File: src/rtl/bus_arbiter_pkg.sv
// Shared types and sizing helpers for the single-beat bus arbiter.
package bus_arbiter_pkg;

    typedef enum logic [1:0] {
        ST_IDLE = 2'd0,
        ST_BUSY = 2'd1,
        ST_RESP = 2'd2
    } state_e;

    function automatic int idx_width(input int n);
        return (n <= 2) ? 1 : $clog2(n);
    endfunction

    // The timeout counter only ever needs to reach TIMEOUT_CYCLES-1.
    function automatic int cnt_width(input int cycles);
        return (cycles <= 2) ? 1 : $clog2(cycles);
    endfunction

endpackage

File: src/rtl/rr_arbiter.sv
// Combinational rotate-priority picker: searches upward from i_last_grant+1 with wrap.
module rr_arbiter
    import bus_arbiter_pkg::*;
#(
    parameter  int NUM_MASTERS = 4,
    localparam int IDX_W       = idx_width(NUM_MASTERS)
) (
    input  logic [NUM_MASTERS-1:0] i_req,
    input  logic [IDX_W-1:0]       i_last_grant,
    output logic [NUM_MASTERS-1:0] o_grant_oh,
    output logic [IDX_W-1:0]       o_grant_idx,
    output logic                   o_valid
);

    logic [IDX_W-1:0]       w_cand [NUM_MASTERS];
    logic [NUM_MASTERS-1:0] w_hit;

    // w_cand[gi] is the master at search position gi; position 0 has highest priority.
    generate
        for (genvar gi = 0; gi < NUM_MASTERS; gi++) begin : g_cand
            assign w_cand[gi] = IDX_W'((int'(i_last_grant) + 1 + gi) % NUM_MASTERS);
            assign w_hit[gi]  = i_req[w_cand[gi]];
        end
    endgenerate

    always_comb begin
        o_grant_idx = '0;
        o_valid     = 1'b0;
        for (int i = NUM_MASTERS - 1; i >= 0; i--) begin
            if (w_hit[i]) begin
                o_grant_idx = w_cand[i];
                o_valid     = 1'b1;
            end
        end
        o_grant_oh = NUM_MASTERS'(o_valid) << o_grant_idx;
    end

endmodule

File: src/rtl/bus_arbiter.sv
// Round-robin owner of a single-beat bus: holds the grant for a whole transaction,
// times out a silent slave with an error return, and registers read data back.
module bus_arbiter
    import bus_arbiter_pkg::*;
#(
    parameter  int NUM_MASTERS    = 4,
    parameter  int ADDR_WIDTH     = 32,
    parameter  int DATA_WIDTH     = 32,
    parameter  int TIMEOUT_CYCLES = 256,
    localparam int IDX_W          = idx_width(NUM_MASTERS)
) (
    input  logic                              clk,
    input  logic                              rst,
    input  logic [NUM_MASTERS-1:0]            m_req,
    input  logic [NUM_MASTERS-1:0]            m_rnw,
    input  logic [NUM_MASTERS*ADDR_WIDTH-1:0] m_addr,
    input  logic [NUM_MASTERS*DATA_WIDTH-1:0] m_wdata,
    output logic [NUM_MASTERS-1:0]            m_done,
    output logic                              m_err,
    output logic [DATA_WIDTH-1:0]             m_rdata,
    output logic                              bus_valid,
    output logic                              bus_rnw,
    output logic [ADDR_WIDTH-1:0]             bus_addr,
    output logic [DATA_WIDTH-1:0]             bus_wdata,
    input  logic [DATA_WIDTH-1:0]             bus_rdata,
    input  logic                              bus_ready,
    output logic [IDX_W-1:0]                  grant_id,
    output logic                              busy
);

    localparam int              CNT_W    = cnt_width(TIMEOUT_CYCLES);
    localparam bit              TO_EN    = (TIMEOUT_CYCLES != 0);
    localparam logic [CNT_W-1:0] CNT_LAST = CNT_W'(TO_EN ? TIMEOUT_CYCLES - 1 : 0);

    state_e                 r_state;
    state_e                 w_state_next;
    logic [IDX_W-1:0]       r_grant_id;
    logic [NUM_MASTERS-1:0] r_grant_oh;
    logic [IDX_W-1:0]       r_last_grant;
    logic                   r_rnw;
    logic [ADDR_WIDTH-1:0]  r_addr;
    logic [DATA_WIDTH-1:0]  r_wdata;
    logic [DATA_WIDTH-1:0]  r_rdata;
    logic                   r_err;
    logic [CNT_W-1:0]       r_cnt;

    logic [ADDR_WIDTH-1:0]  w_addr  [NUM_MASTERS];
    logic [DATA_WIDTH-1:0]  w_wdata [NUM_MASTERS];
    logic [NUM_MASTERS-1:0] w_win_oh;
    logic [IDX_W-1:0]       w_win_idx;
    logic                   w_any;
    logic                   w_timeout;

    generate
        for (genvar gi = 0; gi < NUM_MASTERS; gi++) begin : g_unpack
            assign w_addr[gi]  = m_addr[gi*ADDR_WIDTH +: ADDR_WIDTH];
            assign w_wdata[gi] = m_wdata[gi*DATA_WIDTH +: DATA_WIDTH];
        end
    endgenerate

    rr_arbiter #(
        .NUM_MASTERS (NUM_MASTERS)
    ) u_rr (
        .i_req        (m_req),
        .i_last_grant (r_last_grant),
        .o_grant_oh   (w_win_oh),
        .o_grant_idx  (w_win_idx),
        .o_valid      (w_any)
    );

    assign w_timeout = TO_EN && (r_cnt == CNT_LAST);

    always_ff @(posedge clk or posedge rst) begin
        if (rst) begin
            r_state <= ST_IDLE;
        end else begin
            r_state <= w_state_next;
        end
    end

    always_comb begin
        w_state_next = r_state;
        case (r_state)
            ST_IDLE: if (w_any) w_state_next = ST_BUSY;
            ST_BUSY: if (bus_ready || w_timeout) w_state_next = ST_RESP;
            ST_RESP: w_state_next = ST_IDLE;
            default: w_state_next = ST_IDLE;
        endcase
    end

    // Decoded straight from the state register so a reset removes them immediately.
    always_comb begin
        bus_valid = (r_state == ST_BUSY);
        busy      = (r_state != ST_IDLE);
        m_done    = (r_state == ST_RESP) ? r_grant_oh : '0;
    end

    always_ff @(posedge clk or posedge rst) begin
        if (rst) begin
            r_grant_id   <= '0;
            r_grant_oh   <= '0;
            // Last grant starts at the top index so the first search begins at master 0.
            r_last_grant <= IDX_W'(NUM_MASTERS - 1);
            r_rnw        <= 1'b0;
            r_addr       <= '0;
            r_wdata      <= '0;
            r_rdata      <= '0;
            r_err        <= 1'b0;
            r_cnt        <= '0;
        end else begin
            case (r_state)
                ST_IDLE: begin
                    r_cnt <= '0;
                    if (w_any) begin
                        r_grant_id <= w_win_idx;
                        r_grant_oh <= w_win_oh;
                        r_rnw      <= m_rnw[w_win_idx];
                        r_addr     <= w_addr[w_win_idx];
                        r_wdata    <= w_wdata[w_win_idx];
                    end
                end
                ST_BUSY: begin
                    r_cnt <= r_cnt + CNT_W'(1);
                    if (bus_ready) begin
                        if (r_rnw) r_rdata <= bus_rdata;
                        r_err <= 1'b0;
                    end else if (w_timeout) begin
                        r_rdata <= '0;
                        r_err   <= 1'b1;
                    end
                end
                ST_RESP: begin
                    r_cnt        <= '0;
                    r_last_grant <= r_grant_id;
                end
                default: r_cnt <= '0;
            endcase
        end
    end

    assign grant_id  = r_grant_id;
    assign bus_rnw   = r_rnw;
    assign bus_addr  = r_addr;
    assign bus_wdata = r_wdata;
    assign m_rdata   = r_rdata;
    assign m_err     = r_err;

endmodule

File: config.mk
export PLATFORM = sky130hd
export DESIGN_NAME = bus_arbiter
export DESIGN_NICKNAME = d
export VERILOG_FILES = /design/src/rtl/bus_arbiter_pkg.sv /design/src/rtl/rr_arbiter.sv /design/src/rtl/bus_arbiter.sv
export SDC_FILE = /design/constraint.sdc
export NUM_CORES = 1
export LEC_CHECK = 0
export ABC_AREA = 1
export BUFFER_PORTS_ARGS = -buffer_cell sky130_fd_sc_hd__buf_2
export CAP_MARGIN = 10
export CORE_AREA = 2 2 158 160
export DETAILED_ROUTE_END_ITERATION = 8
export DIE_AREA = 0 0 160 162
export GPL_TIMING_DRIVEN = 0
export PLACE_DENSITY = 0.59
export RECOVER_POWER = 50
export SYNTH_ARGS = -nofsm -noshare
export SYNTH_HDL_FRONTEND = slang
export SYNTH_HIERARCHICAL = 1
export SYNTH_SLANG_ARGS = --single-unit
File: constraint.sdc
create_clock -name clk -period 7.8 [get_ports clk]
set_input_delay 1.17 -clock clk [delete_from_list [all_inputs] [get_ports clk]]
set_output_delay 1.17 -clock clk [all_outputs]
set_load 0.01 [all_outputs]
==> run_results.csv, run 1 <==
group,metric,value,unit
drt,viasPerCell,4.63,
die,die_x,160,µm
place,numPortBuffers,403,
global_route,grt_pass1_wl,43.8,mm
setup_path,cp_max_fo,10,
timing,slew_headroom,-37.0,%
global_route,antenna_found_initial,9,
place,gp_congestion,0.929,
logic_synthesis,synth_top_area_cell,"dfrtp_1",
setup_path,critPathRequiredTime,8150,ps
clock_tree,cts_resized,0,
logic_synthesis,synth_warnings,6,
clock_tree,cts_root_buf,"clkbuf_16",
logic_synthesis,synth_edf_count,0,
clock_tree,clock_path_buffers,2,
drt,wire_per_inst,17.1,µm
logic_synthesis,async_flop_share,100,%
power,ir_drop,0.209,mV
logic_synthesis,synth_most_common_cell,"nand2_1",
logic_synthesis,syn_area,6710,µm²
logic_synthesis,ys_seq_elements,116,
die,initial_core_util,27.8,%
global_route,overflow,0,
setup_path,crit_path_max_incr_delay,510,ps
die,io_pins,405,
logic_synthesis,synth_cell_types,29,
setup_path,cp-end-kind,"register",
global_route,use_met3,5.59,%
setup_path,crit_family,"buffers and inverters",
die,core-area,24100,µm²
clock_tree,clkTransAtPathRegs,60,ps
drt,vias,7939,
worst_hold_path,hp-class,"reg -> reg",
setup_path,cpMaxStageDelayCell,"clkbuf_1",
setup_path,path_cells,"buf_2 > inv_1 > nand2_1 > nand3_1 > nand2_1 > nor2_1 > nand2_1 > nand2_1 > nand2_2 > inv_2 > clkbuf_1 > o21ai_1 > o21ai_1 > nand2_1 > nand2_1",
clock_tree,cts_setup_buffers,0,
finish,fin_nets,1670,
drt,wirelength,29.2,mm
drt,ant_nets,0,
global_route,busiest_layer,"met2",
global_route,track_usage,22.1,%
die,row_count,57,
place,dp_hpwl,23.0,mm
finish,fillCellCount,2686,
setup_path,crit_top_cell,"nand2_1",
clock_tree,cts_hold_buf,0,
drt,drcViolationCount,0,
die,die_y,162,µm
timing,drv_slew,42,
timing,worstMarginPinSlew,2040,ps
clock_tree,cts_num_sinks,116,
global_route,grt_pass1_vias,7877,
logic_synthesis,synth_area_leaders,"dfrtp_1 (43%), nand2_1 (15%), nor2_1 (11%), o21ai_1 (7.6%), o211ai_1 (6.5%)",
timing,max_freq,341,MHz
drt,firstDrtPassIters,5,
timing,fin_crit,2930,ps
clock_tree,ctsHtreeMaxLevel,4,
timing,hold_violations,0,
setup_path,worst-path-buf-inv,4,
run,cap_violations,1,
power,leakagePower,5.22,nW
global_route,grt_max_degree,76,
run_status,violations,"max-capacitance violations, max-slew violations",
run_status,status,"complete, but fails checks",
global_route,use_met2,38.0,%
die,dieArea,25900,µm²
clock_tree,cts_tree,"done",
logic_synthesis,synth_ff_type,"dfrtp_1",
global_route,met1_usage,27.1,%
logic_synthesis,synth.top_cell.area_share,42.5,%
finish,layout-drive-gt1-share,36.3,%
power,power.density,527,nW/µm²
finish,syn_to_final_growth,44.3,%
logic_synthesis,ys_seq_area_share,43.3,%
drt,drt_iter0_drc,500,
timing,finClkSkew,10.1,ps
setup_path,critPathLaunchType,"input pin",
logic_synthesis,syn_nets,1247,
logic_synthesis,avgSynthCellArea,7.08,µm²
setup_path,arrival,3280,ps
timing,fin_crit_sh,37.6,%
timing,setup_violations,0,
setup_path,criticalPathCategory,"in -> reg",
power,total_power,0.00510,W
clock_tree,cts-buffers-inserted,17,
logic_synthesis,synthCells,947,
clock_tree,clk_latency,420,ps
timing,fin_setup_tns,0,ps
logic_synthesis,ys_top_cells_by_count,"nand2_1 (262), nor2_1 (189), dfrtp_1 (114)",
timing,rsz0062_at_grt,"false",
-- path summary, 6_finish.rpt --
path	from	endpoint	slack, ps	cells after the start
setup / recovery	m_req[1]	bus_addr[31]	4870	15
setup reg to reg	r_last_grant[0]	bus_addr[31]	5080	15
hold reg to reg	r_cnt[0]	r_cnt[0]	460	1
min in group asynchronous	rst	m_rdata[31]	1270	2
max in group asynchronous	rst	r_last_grant[1]	5420	3
hold / removal	r_cnt[0]	r_cnt[0]	460	1
-- cell families (layout without fill, tap and decap cells) --
kind of cell / after synthesis / count (layout) / synth area share (%)
AO/OA/AOI/OAI: 182 / 182 / 15.7
flip-flops: 116 / 116 / 43.3
other: 0 / 8 / 0
AND/OR/NAND/NOR: 549 / 549 / 34.1
multiplexers: 1 / 1 / 0.168
adder cells (fa/ha/maj): 1 / 1 / 0.187
buffers and inverters: 98 / 533 / 6.44
-- report_power, final --
| part | internal, W | total (W) | switching (W) |
|---|---|---|---|
| Sequential | 0.000897 | 0.00106 | 0.000159 |
| Clock | 0.000421 | 0.000719 | 0.000297 |
| Combinational | 0.00111 | 0.00332 | 0.00221 |
-- final cells by class --
type / instances / area [µm²] / area share (%)
diodes: 8 / 20.0 / 0.207
plain buffers: 65 / 297 / 3.06
clock buffers: 20 / 457 / 4.72
clock inverters: 11 / 80.1 / 0.828
inverters: 33 / 129 / 1.33
multi-input cells: 733 / 3350 / 34.6
flip-flops and latches: 116 / 2910 / 30.0
well taps: 324 / 405 / 4.19
repair buffers: 404 / 2030 / 21.0
-- placed cells by master (no fill, tap or decap), types with 3 or more instances in the layout --
cell type     n
clkinv_2      4
inv_2         8
nor2_1      190
nand4_1      15
dfrtp_1     114
o21ai_1     102
or2_2        16
nand3_2       3
o21ai_0      18
inv_1        22
clkinvlp_4    4
o211ai_1     58
clkbuf_16    17
buf_4         5
diode_2       8
a21oi_1       4
nand2_2       9
buf_2       421
nand3_1      36
nand2_1     262
clkbuf_1     41
or2_1        13
-- state kept, by name (all words and copies together) (netlist names), 2 cells and up --
register and cells:
r_cnt 8, m_rdata 32, r_last_grant 2, bus_addr 32, grant_id 2, r_grant_oh 4
bus_wdata 32, r_state 2
-- worst reg2reg max path, stage by stage (launching register included) --
cell	delay (ps)
dfstp_2	620
inv_4	90
nand2_2	70
nand2_2	70
nand2_2	90
inv_2	30
nor2_1	100
nand2_1	60
nand2_1	70
nand2_2	120
inv_2	250
clkbuf_1	510
o21ai_1	280
o21ai_1	180
nand2_1	60
nand2_1	50
-- through the flow --
step           util (%)  cells  hold WS (ps)  area [µm²]  setup WS [ps]
2_1_floorplan         -    947           430        6710           3560
5_1_grt            40.1   1712           491        9670           4710
3_3_place_gp       37.9   1674           449        9130           1920
4_1_cts            40.2   1706           468        9700           4870
6_report           40.1   1714           464        9680           4870
3_5_place_dp       38.0   1675           455        9160           4440
-- layer usage --
metal | part of all wire [%] | wire (µm)
met2 | 49 | 14300
met5 | 0.044 | 13
met4 | 2.3 | 680
met1 | 42 | 12300
met3 | 6.6 | 1940
Note: power is estimated with default switching activity, not from simulation.
==> run 2: changes to the inputs <==
- ABC_AREA: 1 -> 0
- CORE_AREA: 2 2 158 160 -> 2 2 156 158
- DIE_AREA: 0 0 160 162 -> 0 0 158 160
- PLACE_DENSITY: 0.59 -> 0.6
- clock period: 7.8 -> 2.81 ns (I/O delays scaled with it)
==> run 2 against run 1 <==
  * The run still ends with max-capacitance violations, max-slew violations left
  * Critical path depth decreased by 7
  * Final area increased by 0.66%
  * Count of clock-buffer cells in the layout decreased by 1
  * Synthesized area increased by 0.76%
  * Utilization increased by 0.75 points
  * Via count decreased by 17%
  * Die area decreased by 2.5%
  * Setup slack got worse by 4700 ps
  * Non-clock buffer count decreased by 9
==> run_results.csv, run 2 <==
group,metric,value,unit
place,gp_congestion,0.837,
die,core-area,23800,µm²
logic_synthesis,syn_area,6760,µm²
place,dp_hpwl,20.6,mm
clock_tree,clock_path_buffers,2,
logic_synthesis,synth_ff_type,"dfrtp_1",
drt,wirelength,26.8,mm
place,numPortBuffers,403,
logic_synthesis,async_flop_share,100,%
die,die_y,160,µm
place,placed_cells,1316,
finish,fin_nets,1311,
timing,fin_setup_tns,0,ps
clock_tree,ctsHtreeMaxLevel,4,
logic_synthesis,synth_area_leaders,"dfrtp_1 (42%), mux2i_1 (19%), o221ai_2 (11%), a221o_1 (4.7%), nand2_1 (4.7%)",
logic_synthesis,syn_nets,886,
place,pre_cts_ws,-243,ps
setup_path,r2r_end,"bus_wdata[22]",
die,initial_core_util,28.4,%
setup_path,crit_family,"buffers and inverters",
global_route,grt_pass1_wl,38.6,mm
finish,multi_input_area,3520,µm²
finish,layout-drive-gt1-share,47.6,%
setup_path,worstReg2RegStart,"r_last_grant[1]",
timing,worstMarginPinSlew,1590,ps
clock_tree,cts_setup_buffers,0,
logic_synthesis,ys_seq_area_share,43.0,%
clock_tree,clkTransAtPathRegs,70,ps
drt,firstDrtPassIters,4,
run,cap_violations,1,
logic_synthesis,synth_warnings,6,
timing,setup_ws,210,ps
timing,max_freq,385,MHz
timing,setup_violations,0,
logic_synthesis,synth.top_cell.area_share,42.2,%
finish,layout_commonest_cell,"buf_2",
finish,syn_to_final_growth,44.1,%
die,io_pins,405,
die,row_count,57,
timing,fin_crit,2600,ps
drt,wire_per_inst,19.8,µm
setup_path,cp-end-kind,"register",
finish,final_cell_area,9740,µm²
logic_synthesis,ys_top_cells_by_count,"mux2i_1 (130), dfrtp_1 (114), nand2_1 (85)",
setup_path,critPathRequiredTime,3090,ps
setup_path,cp_max_fo,10,
die,dieArea,25300,µm²
setup_path,crit_path_max_incr_delay,540,ps
logic_synthesis,synth_edf_count,0,
setup_path,cpMaxStageDelayCell,"dfstp_2",
timing,fin_crit_sh,92.5,%
setup_path,r2r_setup_slack,210,ps
drt,drcViolationCount,0,
setup_path,path_cells,"buf_2 > a21oi_1 > a21oi_1 > clkbuf_2 > buf_2 > clkbuf_4 > mux2i_1 > o221ai_2",
logic_synthesis,ys_seq_elements,116,
drt,drt_iter0_drc,267,
setup_path,arrival,2880,ps
finish,stdcell_count,1352,
run_status,violations,"max-capacitance violations, max-slew violations",
logic_synthesis,synth_cell_types,44,
worst_hold_path,hp-class,"in -> async",
power,leakagePower,4.78,nW
drt,vias,6591,
logic_synthesis,synth_most_common_cell,"mux2i_1",
timing,slew_headroom,-5.82,%
timing,drv_slew,29,
finish,seqCellArea,2910,µm²
clock_tree,cts-buffers-inserted,17,
logic_synthesis,synth_top_area_cell,"dfrtp_1",
setup_path,worst-path-buf-inv,4,
clock_tree,cts_tree,"done",
run_status,status,"complete, but fails checks",
clock_tree,cts_num_sinks,116,
timing,hold_violations,0,
setup_path,criticalPathCategory,"reg -> reg",
clock_tree,clk_latency,430,ps
global_route,overflow,0,
global_route,grt_pass1_vias,6689,
die,die_x,158,µm
finish,fillCellCount,2447,
timing,rsz0062_at_grt,"false",
clock_tree,cts_root_buf,"clkbuf_16",
setup_path,critPathLaunchType,"register",
drt,ant_nets,0,
power,power.density,1060,nW/µm²
global_route,grt_max_degree,37,
drt,viasPerCell,4.88,
global_route,track_usage,20.5,%
timing,finClkSkew,12.1,ps
power,ir_drop,0.496,mV
logic_synthesis,avgSynthCellArea,11.5,µm²
setup_path,worst-r2r-cell-count,8,
place,place_area,9240,µm²
finish,final_cell_mix,"buf_2 (380), mux2i_1 (130), dfrtp_1 (114), nand2_1 (85), clkbuf_1 (59)",
global_route,antenna_found_initial,5,
logic_synthesis,synthCells,586,
## run 2: logic make-up (layout without fill, tap and decap cells)
group	Yosys count	after routing	synth area share, %
AOI/OAI and AO/OA	153	153	23.5
muxes	132	132	19.6
and+or+nand+nor	124	124	8.37
DFF	116	116	43.0
buffers and inverters	57	495	4.96
xor gates and xnor gates	3	3	0.389
adders and majority gates	1	1	0.185
other	0	4	0
## run 2: repair_timing
action | in CTS | in global routing
resized for setup | 1 | 2
setup endpoints to repair | 34 | 9
pin swaps | 0 | 0
hold buffers | 0 | 0
## run 2: how the worst max path moves through the flow
stage / cells after the start / start / to
detailed placement: 7 / m_req[1] / bus_rnw
floorplan: 6 / m_req[3] / bus_addr[10]
finish: 8 / r_last_grant[1] / bus_wdata[22]
global route: 8 / r_last_grant[1] / bus_wdata[21]
global placement: 7 / m_req[1] / bus_wdata[31]
CTS: 8 / r_last_grant[1] / bus_wdata[27]
## run 2: power by group
group | internal [W] | switching (W) | total, W | leakage (nW)
sequential | 0.00246 | 0.000496 | 0.00296 | 1.39
combinational | 0.00220 | 0.00298 | 0.00518 | 3.10
clock | 0.00132 | 0.000846 | 0.00217 | 0.279
total | 0.00599 | 0.00432 | 0.0103 | 4.78
## run 2: layout make-up
type,count,area share [%]
inverter,3,0.128
multi-input combinational,413,36.1
tap,324,4.16
clock buffer,19,4.55
clock inverter,13,1.37
timing repair buffer,406,20.4
buffer,54,3.31
sequential,116,29.8
antenna,4,0.103
## run 2: routing by layer
layer | GRT usage [%] | wire length [µm] | part of all wire, %
met5 | 0 | 13 | 0.049
met4 | 7.45 | 631 | 2.4
met3 | 4.94 | 1730 | 6.5
met2 | 37.3 | 13800 | 52
met1 | 23.1 | 10600 | 40
## run 2: metrics by stage
step | hold slack (ps) | util (%) | total power [W]
final | 212 | 40.9 | 0.0103
after global routing | 221 | 40.9 | 0.0110
after CTS | 84.3 | 41.2 | 0.0105
after global placement | 457 | 38.6 | 0.00822
after detailed placement | 455 | 38.8 | 0.00831
after floorplan | 437 | - | 0.00630
